**src/rtl/servo_flip_ctrl_if.sv**
```systemverilog
// Register-side bundle for the servo flip sequencer: per-channel request
// strobes and counts in, per-channel set-points and status out.
interface servo_flip_ctrl_if #(
  parameter int NUM_CH = 4,
  parameter int CNT_W  = 8,
  parameter int POS_W  = 8
);
  // Handshake: start[i] is a one-cycle strobe. It is taken only when busy[i]
  // is low; while busy[i] is high it is ignored. done[i] pulses for one cycle
  // when a channel finishes its flips, is aborted, or is given a zero count.
  // abort[i] is a one-cycle strobe that only acts while busy[i] is high.
  logic                    enable;
  logic [NUM_CH-1:0]       start;
  logic [NUM_CH*CNT_W-1:0] flip_count;
  logic [NUM_CH-1:0]       abort;
  logic [NUM_CH*POS_W-1:0] motorposition;
  logic [NUM_CH-1:0]       busy;
  logic [NUM_CH-1:0]       done;

  // Processor / register side
  modport master (
    output enable, start, flip_count, abort,
    input  motorposition, busy, done
  );

  // Sequencer side
  modport slave (
    input  enable, start, flip_count, abort,
    output motorposition, busy, done
  );
endinterface

```
**src/rtl/servo_flip_ctrl.sv**
```systemverilog
// Multi-channel servo position sequencer. A shared interval timer produces a
// tick; each channel toggles its set-point between POS_A and POS_B once per
// tick until its requested flip count is used up, then pulses done.
module servo_flip_ctrl #(
  parameter int NUM_CH      = 4,
  parameter int CNT_W       = 8,
  parameter int POS_W       = 8,
  parameter int POS_A       = 90,
  parameter int POS_B       = 20,
  parameter int TICK_CYCLES = 50_000_000
) (
  input  logic              clk,
  input  logic              reset,
  servo_flip_ctrl_if.slave  bus,
  output logic [NUM_CH-1:0] ch_state
);

  // Per-channel FSM encoding; ch_state exposes each channel's state bit.
  localparam logic [0:0] IDLE = 1'b0;
  localparam logic [0:0] RUN  = 1'b1;

  localparam int TW = (TICK_CYCLES > 2) ? $clog2(TICK_CYCLES) : 1;
  localparam logic [TW-1:0]    tick_last = TW'(TICK_CYCLES - 1);
  localparam logic [POS_W-1:0] pos_a     = POS_W'(POS_A);
  localparam logic [POS_W-1:0] pos_b     = POS_W'(POS_B);

  logic [TW-1:0]    tcnt;
  logic             tick;
  logic [0:0]       state_q [NUM_CH];
  logic [CNT_W-1:0] rem_q   [NUM_CH];
  logic [POS_W-1:0] pos_q   [NUM_CH];
  logic [NUM_CH-1:0] done_q;

  // Tick is only meaningful while enabled; a paused timer never fires.
  assign tick = bus.enable && (tcnt == tick_last);

  // Interval timer: free-runs 0..TICK_CYCLES-1 while enabled, holds otherwise.
  always_ff @(posedge clk) begin
    if (reset) begin
      tcnt <= '0;
    end else if (bus.enable) begin
      if (tcnt == tick_last) tcnt <= '0;
      else                   tcnt <= tcnt + 1'b1;
    end
  end

  // Channel sequencers: load on start, toggle per tick, finish or abort.
  // A tick in the load cycle is not applied because the channel is still
  // IDLE in that cycle; the first toggle lands on the next tick.
  always_ff @(posedge clk) begin
    if (reset) begin
      for (int i = 0; i < NUM_CH; i++) begin
        state_q[i] <= IDLE;
        rem_q[i]   <= '0;
        pos_q[i]   <= pos_a;
      end
      done_q <= '0;
    end else begin
      for (int i = 0; i < NUM_CH; i++) begin
        done_q[i] <= 1'b0;
        case (state_q[i])
          IDLE: begin
            if (bus.start[i]) begin
              if (bus.flip_count[i*CNT_W +: CNT_W] == '0) begin
                // Empty request completes immediately without motion.
                done_q[i] <= 1'b1;
              end else begin
                rem_q[i]   <= bus.flip_count[i*CNT_W +: CNT_W];
                state_q[i] <= RUN;
              end
            end
          end
          RUN: begin
            if (bus.abort[i]) begin
              // Abort beats a coincident tick: no toggle on that edge.
              rem_q[i]   <= '0;
              state_q[i] <= IDLE;
              done_q[i]  <= 1'b1;
            end else if (tick) begin
              pos_q[i] <= (pos_q[i] == pos_a) ? pos_b : pos_a;
              rem_q[i] <= rem_q[i] - 1'b1;
              if (rem_q[i] == CNT_W'(1)) begin
                state_q[i] <= IDLE;
                done_q[i]  <= 1'b1;
              end
            end
          end
          default: begin
            state_q[i] <= IDLE;
            rem_q[i]   <= '0;
          end
        endcase
      end
    end
  end

  // Pack the registered per-channel state onto the output buses.
  always_comb begin
    bus.motorposition = '0;
    bus.busy          = '0;
    ch_state          = '0;
    for (int i = 0; i < NUM_CH; i++) begin
      bus.motorposition[i*POS_W +: POS_W] = pos_q[i];
      bus.busy[i]                         = (state_q[i] == RUN);
      ch_state[i]                         = state_q[i][0];
    end
  end

  assign bus.done = done_q;

endmodule

```
**src/flat_wrapper.sv**
```systemverilog
// flat-port wrapper written by rule: the top's interface ports become plain ports
module servo_flip_ctrl_flat 
#(
  parameter int NUM_CH      = 4,
  parameter int CNT_W       = 8,
  parameter int POS_W       = 8,
  parameter int POS_A       = 90,
  parameter int POS_B       = 20,
  parameter int TICK_CYCLES = 50_000_000
)
  (clk, reset, ch_state, bus_enable, bus_start, bus_flip_count, bus_abort, bus_motorposition, bus_busy, bus_done);
  servo_flip_ctrl_if #(.NUM_CH(NUM_CH), .CNT_W(CNT_W), .POS_W(POS_W)) bus_i ();
  input  logic clk;
  input  logic reset;
  output logic [NUM_CH-1:0] ch_state;
  input wire logic [$bits(bus_i.enable)-1:0] bus_enable;
  input wire logic [$bits(bus_i.start)-1:0] bus_start;
  input wire logic [$bits(bus_i.flip_count)-1:0] bus_flip_count;
  input wire logic [$bits(bus_i.abort)-1:0] bus_abort;
  output wire logic [$bits(bus_i.motorposition)-1:0] bus_motorposition;
  output wire logic [$bits(bus_i.busy)-1:0] bus_busy;
  output wire logic [$bits(bus_i.done)-1:0] bus_done;
  assign bus_i.enable = bus_enable;
  assign bus_i.start = bus_start;
  assign bus_i.flip_count = bus_flip_count;
  assign bus_i.abort = bus_abort;
  assign bus_motorposition = bus_i.motorposition;
  assign bus_busy = bus_i.busy;
  assign bus_done = bus_i.done;
  servo_flip_ctrl #(.NUM_CH(NUM_CH), .CNT_W(CNT_W), .POS_W(POS_W), .POS_A(POS_A), .POS_B(POS_B), .TICK_CYCLES(TICK_CYCLES)) u_core (.clk(clk), .reset(reset), .bus(bus_i), .ch_state(ch_state));
endmodule
```
**config.mk**
```make
export PLATFORM = sky130hd
export DESIGN_NAME = servo_flip_ctrl_flat
export DESIGN_NICKNAME = d
export VERILOG_FILES = /design/src/rtl/servo_flip_ctrl_if.sv /design/src/rtl/servo_flip_ctrl.sv /design/src/flat_wrapper.sv
export SDC_FILE = /design/constraint.sdc
export NUM_CORES = 1
export LEC_CHECK = 0
export CAP_MARGIN = 40
export CORE_ASPECT_RATIO = 1.25
export CORE_MARGIN = 4
export CORE_UTILIZATION = 42
export CTS_CLUSTER_SIZE = 24
export DETAILED_ROUTE_END_ITERATION = 7
export GPL_TIMING_DRIVEN = 0
export HOLD_SLACK_MARGIN = 0.12
export PLACE_DENSITY_LB_ADDON = 0.12
export SLEW_MARGIN = 20
export SYNTH_ARGS = -nofsm -noshare
export SYNTH_HDL_FRONTEND = slang
export SYNTH_SLANG_ARGS = --single-unit
export TNS_END_PERCENT = 5
```
**constraint.sdc**
```tcl
create_clock -name clk -period 7.3 [get_ports clk]
set_input_delay 1.46 -clock clk [delete_from_list [all_inputs] [get_ports clk]]
set_output_delay 1.46 -clock clk [all_outputs]
set_load 0.1 [all_outputs]
```
==> results of run 1 <==
## metrics by stage
stage / hold WS, ps / std cells / cell area (um^2)
2_1_floorplan: 452.3 / 471 / 4417
3_3_place_gp: 471.0 / 670 / 5279
3_5_place_dp: 480.3 / 701 / 5727
4_1_cts: 488.4 / 717 / 6062
5_1_grt: 527.0 / 718 / 6070
6_report: 493.9 / 718 / 6070
## flip-flops by register name (all words and copies together), names as in the netlist
signal           count
u_core.bus.done      4
u_core.pos_q         8
u_core.rem_q        32
u_core.state_q       4
u_core.tcnt         26
## report_power, final
part | internal [mW] | switching, mW | leakage, nW
logic | 0.121 | 0.192 | 1.33
registers | 0.472 | 0.0278 | 0.706
clock network | 0.333 | 0.166 | 0.160
total | 0.926 | 0.386 | 2.19
## how the worst min path moves through the flow
stage	endpoint	slack (ps)	depth (start not counted)
floorplan	u_core.tcnt[25]	450	2
global placement	u_core.tcnt[25]	470	2
detailed placement	u_core.tcnt[25]	480	2
CTS	u_core.tcnt[25]	490	2
global route	u_core.tcnt[25]	530	2
finish	u_core.tcnt[22]	490	2
## metal layers
metal | up-vias | GRT usage | share of wire | wire length [um]
met5 | - | 0 | 0 | 0
met1 | 1826 | 0.2194 | 0.42 | 4560
li1 | 1922 | - | - | -
met3 | 22 | 0.03551 | 0.043 | 473
met2 | 96 | 0.3202 | 0.52 | 5649
met4 | 0 | 0.09394 | 0.025 | 279
## critical path, cell delays in order
cell and delay (ps):
clkdlybuf4s50_1 580, and4_1 250, clkbuf_1 340, nand4_1 370, or4_4 620, buf_6 160, o21ai_2 140
## final cells by class
type / count / area (um^2)
well taps: 129 / 161.4
fillers: 876 / 4036
flip-flops and latches: 74 / 1922
multi-input cells: 332 / 2120
repair buffers: 102 / 1156
clock buffers: 11 / 232.7
clock inverters: 5 / 102.6
inverters: 16 / 60.06
plain buffers: 49 / 315.3
## cells by family (layout without fill, tap and decap cells)
family          after synthesis  after routing  share of synthesized area
simple gates                185            185                     0.2408
compound gates               88             88                     0.1368
flops                        74             74                     0.4404
buf+inv                      65            183                    0.08601
xor+xnor                     33             33                    0.06623
fa+ha+maj                     9              9                    0.02580
other cells                   2             16                   0.001721
mux                           1              1                   0.002294
## layout by cell type (no fill, tap or decap), types with 2 or more instances in the layout
cell type / count
clkdlybuf4s50_1: 70
nand2_1: 47
edfxtp_1: 44
buf_4: 32
dfxtp_1: 30
buf_8: 27
nand3_1: 26
o31ai_1: 25
nor2_1: 20
a21oi_1: 19
xnor2_1: 17
o21ai_0: 17
xor2_1: 16
or4_1: 16
conb_1: 16
inv_1: 15
clkbuf_1: 15
nor4_1: 12
nand4_1: 9
nor3_1: 9
nor4b_1: 9
ha_1: 9
clkbuf_16: 9
o21ai_2: 8
or3_1: 7
buf_2: 6
and4_1: 5
nand2b_1: 4
or4_4: 4
and3_1: 3
nor2b_1: 3
a221oi_1: 3
o211ai_1: 3
or4b_2: 3
bufinv_16: 3
and2_1: 2
nor3b_1: 2
a21boi_0: 2
o31a_1: 2
a211oi_1: 2
==> flow_metrics.tcl, run 1 <==
set metrics [dict create \
    rsz0062_at_grt "false" \
    critical_path_class "primary input to flip-flop" \
    synth_seq_cells 74 \
    setup_tns_ps 0 \
    fin_total_pwr_mw 1.312 \
    place_congestion 0.8240 \
    cts_buffers 9 \
    startpoint "bus_enable" \
    dp_hpwl_mm 8.433 \
    n_antenna_cell 0 \
    endpoint_kind "flip-flop" \
    slew_headroom 0.4604 \
    rr_startpoint "u_core.tcnt[0]" \
    ys_top_cells_by_count "47 x nand2_1, 44 x edfxtp_1, 32 x buf_4, 30 x dfxtp_1, 26 x nand3_1" \
    routed_via_density 5.384 \
    antenna_found_initial 0 \
    start_util 0.4318 \
    die-area_um2 12100 \
    core_um2 10110 \
    yosysUniqueCellTypes 50 \
    min_path_type "flip-flop to flip-flop" \
    wl_per_cell_um 15.27 \
    max_freq_ghz 0.2670 \
    fp-row-count 41 \
    clkLatencyLatePin_ps 330 \
    post_cts_resized 0 \
    worst-r2r-cell-count 7 \
    hold_buffers 0 \
    r2r_end "u_core.rem_q[0][2]" \
    seq_area_frac_synth 0.4404 \
    drt_iter0_markers 271 \
    cts_sinks 74 \
    fin_crit_sh 0.5131 \
    path_clk_slew_ps 60 \
    hold_viol_final 0 \
    cp-start-kind "primary input" \
    synth_warnings 0 \
    synth_area_leader_cell "edfxtp_1" \
    drive_gt1_frac 0.1698 \
    synth_enable_flop_cells 44 \
    port_buffers 70 \
    cts_tree "built" \
    drcViolationCount 0 \
    hp-start "u_core.tcnt[22]" \
    synth_top_area_share 0.3028 \
    syn_area_per_cell_um2 9.550 \
    grt-ovfl-total 0 \
    drtPass1Iterations 4 \
    grt_first_pass_wirelength_mm 18.07 \
    grt_pass1_vias 3873 \
    drv_cap 0 \
    status "complete, no violations" \
    htree_levels 3 \
    final_antenna_net_count 0 \
    fin_ws_ps 3554 \
    synth_most_common_cell "nand2_1" \
    die_w_um 99.18 \
    cts_setup_buffers 0 \
    synth_area_leaders "edfxtp_1 30%, dfxtp_1 14%, buf_4 5.5%" \
    place_ws_ps 3186 \
    cp.arrival_ps 3930 \
    power.leakage_nw 2.192 \
    synthToLayoutAreaGrowth_pct 39.08 \
    r2r_setup_slack_ps 4470 \
    synthCells 457 \
    drt-total-wl_mm 10.96 \
    report.final.slew_viol_count 0 \
    io_pins 87 \
    synthFlopType "edfxtp_1" \
    ir_worst_vdd_mv 0.1099 \
    grt_use_total 0.1857 \
    fin_util 0.6006 \
    cts-root-buf "clkbuf_16" \
    num-nets-final 636 \
    synth_area_um2 4364 \
    vias 3866 \
    die_h_um 122.0 \
    finalClockSkew_ps 7.197 \
    grt_max_degree 13 \
    endpoint "u_core.rem_q[0][3]" \
    clockBufferDepth 2 \
    p_per_area_nw_per_um2 216.1 \
    finalSetupViolCount 0 \
    period_needed_ps 3746 \
    cp_max_fo 10 \
    crit_required_ps 7490 \
    worst_pin_slew_ps 809.5 \
    synthArstFlopShare 0 \
]
No activity file was read; power rests on OpenSTA's default activity.
==> run 2: changes to the inputs <==
clock period = 3.6 ns   (was 7.3 ns; I/O delays follow)
==> results of run 2 <==
The final DEF is identical to that of run 1. Status: complete, no violations.
Among the figures that moved: setup slack after placement 3186 ps -> 225.9 ps; setup slack after layout 3554 ps -> 594.4 ps; register-to-register setup slack 4470 ps -> 770 ps; total power 1.312 mW -> 2.660 mW; worst IR drop on VDD 0.1099 mV -> 0.2228 mV
==> run 3: changes to the inputs <==
clock period = 3.05 ns   (was 3.6 ns; I/O delays follow)
==> flow_metrics.tcl, run 3 (same netlist as run 1, synthesis figures left out) <==
set metrics [dict create \
    cpMaxStageDelayCell "or4_4" \
    vias 3860 \
    hold_buffers 0 \
    die-area_um2 12100 \
    report.final.slew_viol_count 0 \
    place_congestion 0.8240 \
    largest_register_ffs 32 \
    drt-total-wl_mm 10.96 \
    grt_max_degree 13 \
    cp-start-kind "primary input" \
    fp-row-count 41 \
    detailed_place.area_um2 5727 \
    drcViolationCount 0 \
    synthToLayoutAreaGrowth_pct 39.16 \
    status "complete, no violations" \
    power.leakage_nw 2.192 \
    wl_per_cell_um 15.27 \
    crit_required_ps 3240 \
    final_antenna_net_count 0 \
    crit_chain "clkdlybuf4s50_1 > and4_1 > clkbuf_1 > nand4_1 > or4_4 > buf_6 > o21ai_2" \
    start_util 0.4318 \
    fin_crit_sh 0.9479 \
    fin_area_um2 6073 \
    n_antenna_cell 0 \
    routed_via_density 5.376 \
    fill_cells 874 \
    p_sw_uw 922.5 \
    final_common_cell "clkdlybuf4s50_1" \
    regMostFlops "u_core.rem_q" \
    grt_first_pass_wirelength_mm 18.07 \
    setup_tns_ps 0 \
    fin_cells 718 \
    min_path_cells 2 \
    htree_levels 3 \
    cts_sinks 74 \
    cts-root-buf "clkbuf_16" \
    grt_pass1_vias 3873 \
    p_per_area_nw_per_um2 516.9 \
    place_inst 701 \
    swShare 0.2939 \
    clockBufferDepth 2 \
    die_h_um 122.0 \
    hold_slack_ps 499.1 \
    internal_power_mw 2.217 \
    drt_iter0_markers 256 \
    path_clk_slew_ps 60 \
    grt_use_total 0.1857 \
    core_um2 10110 \
    mostFrequentLayoutCells "70 x clkdlybuf4s50_1, 47 x nand2_1, 44 x edfxtp_1" \
    cts_tree "built" \
    multiInputGateArea_um2 2123 \
    dp_hpwl_mm 8.433 \
    cts_setup_buffers 0 \
    port_buffers 70 \
    drive_gt1_frac 0.1715 \
    endpoint_kind "flip-flop" \
    num-nets-final 636 \
    worst-r2r-cell-count 5 \
    antenna_found_initial 0 \
    period_needed_ps 2891 \
    max_stage_delay_ps 620 \
    regArea_um2 1922 \
    worst_pin_slew_ps 703.8 \
    clkLatencyLatePin_ps 330 \
    hold_viol_final 0 \
    fin_total_pwr_mw 3.139 \
    min_path_type "flip-flop to flip-flop" \
    p_seq_frac 0.381 \
    drtPass1Iterations 4 \
    reg.largest.list "u_core.rem_q x32, u_core.tcnt x26, u_core.pos_q x8" \
    io_pins 87 \
    comb_power_share 0.238 \
    place_ws_ps -214.1 \
    fin_ws_ps 159.0 \
    finalClockSkew_ps 7.476 \
    ir_worst_vdd_mv 0.2622 \
    max_freq_ghz 0.3459 \
    cp_max_fo 10 \
    rsz0062_at_grt "true" \
    grt-ovfl-total 0 \
    finalSetupViolCount 0 \
    die_w_um 99.18 \
    critical_path_class "primary input to flip-flop" \
    drv_cap 0 \
    slew_headroom 0.5258 \
    fin_util 0.6010 \
    cp.arrival_ps 3080 \
    clkPwrFrac 0.381 \
    cts_buffers 9 \
]
[run 3: cell counts in the layout (fill, tap and decap cells not counted)]
No cell type changed its count.
[run 3: routing by layer]
| layer | wire length, um | part of all wire | GRT usage |
|---|---|---|---|
| met5 | 0 | 0 | 0 |
| met4 | 278 | 0.025 | 0.09394 |
| met3 | 440 | 0.040 | 0.03551 |
| met2 | 5670 | 0.52 | 0.3202 |
| met1 | 4575 | 0.42 | 0.2194 |
[run 3: timing repair]
item / CTS / global route
endpoints found under the setup margin: 0 / 11
endpoints found under the hold margin: 0 / 0
resized for setup: 0 / 1
[run 3: worst paths after layout]
kind              startpoint            endpoint  slack [ps]
max               bus_enable  u_core.rem_q[0][3]         160
min          u_core.tcnt[22]     u_core.tcnt[22]         500
max reg2reg  u_core.tcnt[18]  u_core.rem_q[2][5]         320
min reg2reg  u_core.tcnt[22]     u_core.tcnt[22]         500
[run 3: critical path: cells and delay by family]
family | cells | cell delay (ps)
compound gates | 1 | 140
buf+inv | 3 | 1070
simple gates | 3 | 1240
[run 3: power groups by stage]
stage          logic [mW]  registers [mW]  clock network (mW)
2_1_floorplan       0.446            1.25                   0
3_3_place_gp        0.650            1.21                   0
3_5_place_dp        0.745            1.22                   0
4_1_cts             0.749            1.20                1.22
5_1_grt             0.792            1.21                1.26
6_report            0.747            1.20                1.20
[run 3: final cells by class]
class                   count  share of cell area
plain buffers              49             0.05192
clock buffers              11             0.03832
clock inverters             5             0.01689
inverters                  16            0.009889
multi-input cells         332              0.3496
flip-flops and latches     74              0.3164
well taps                 129             0.02658
repair buffers            102              0.1904
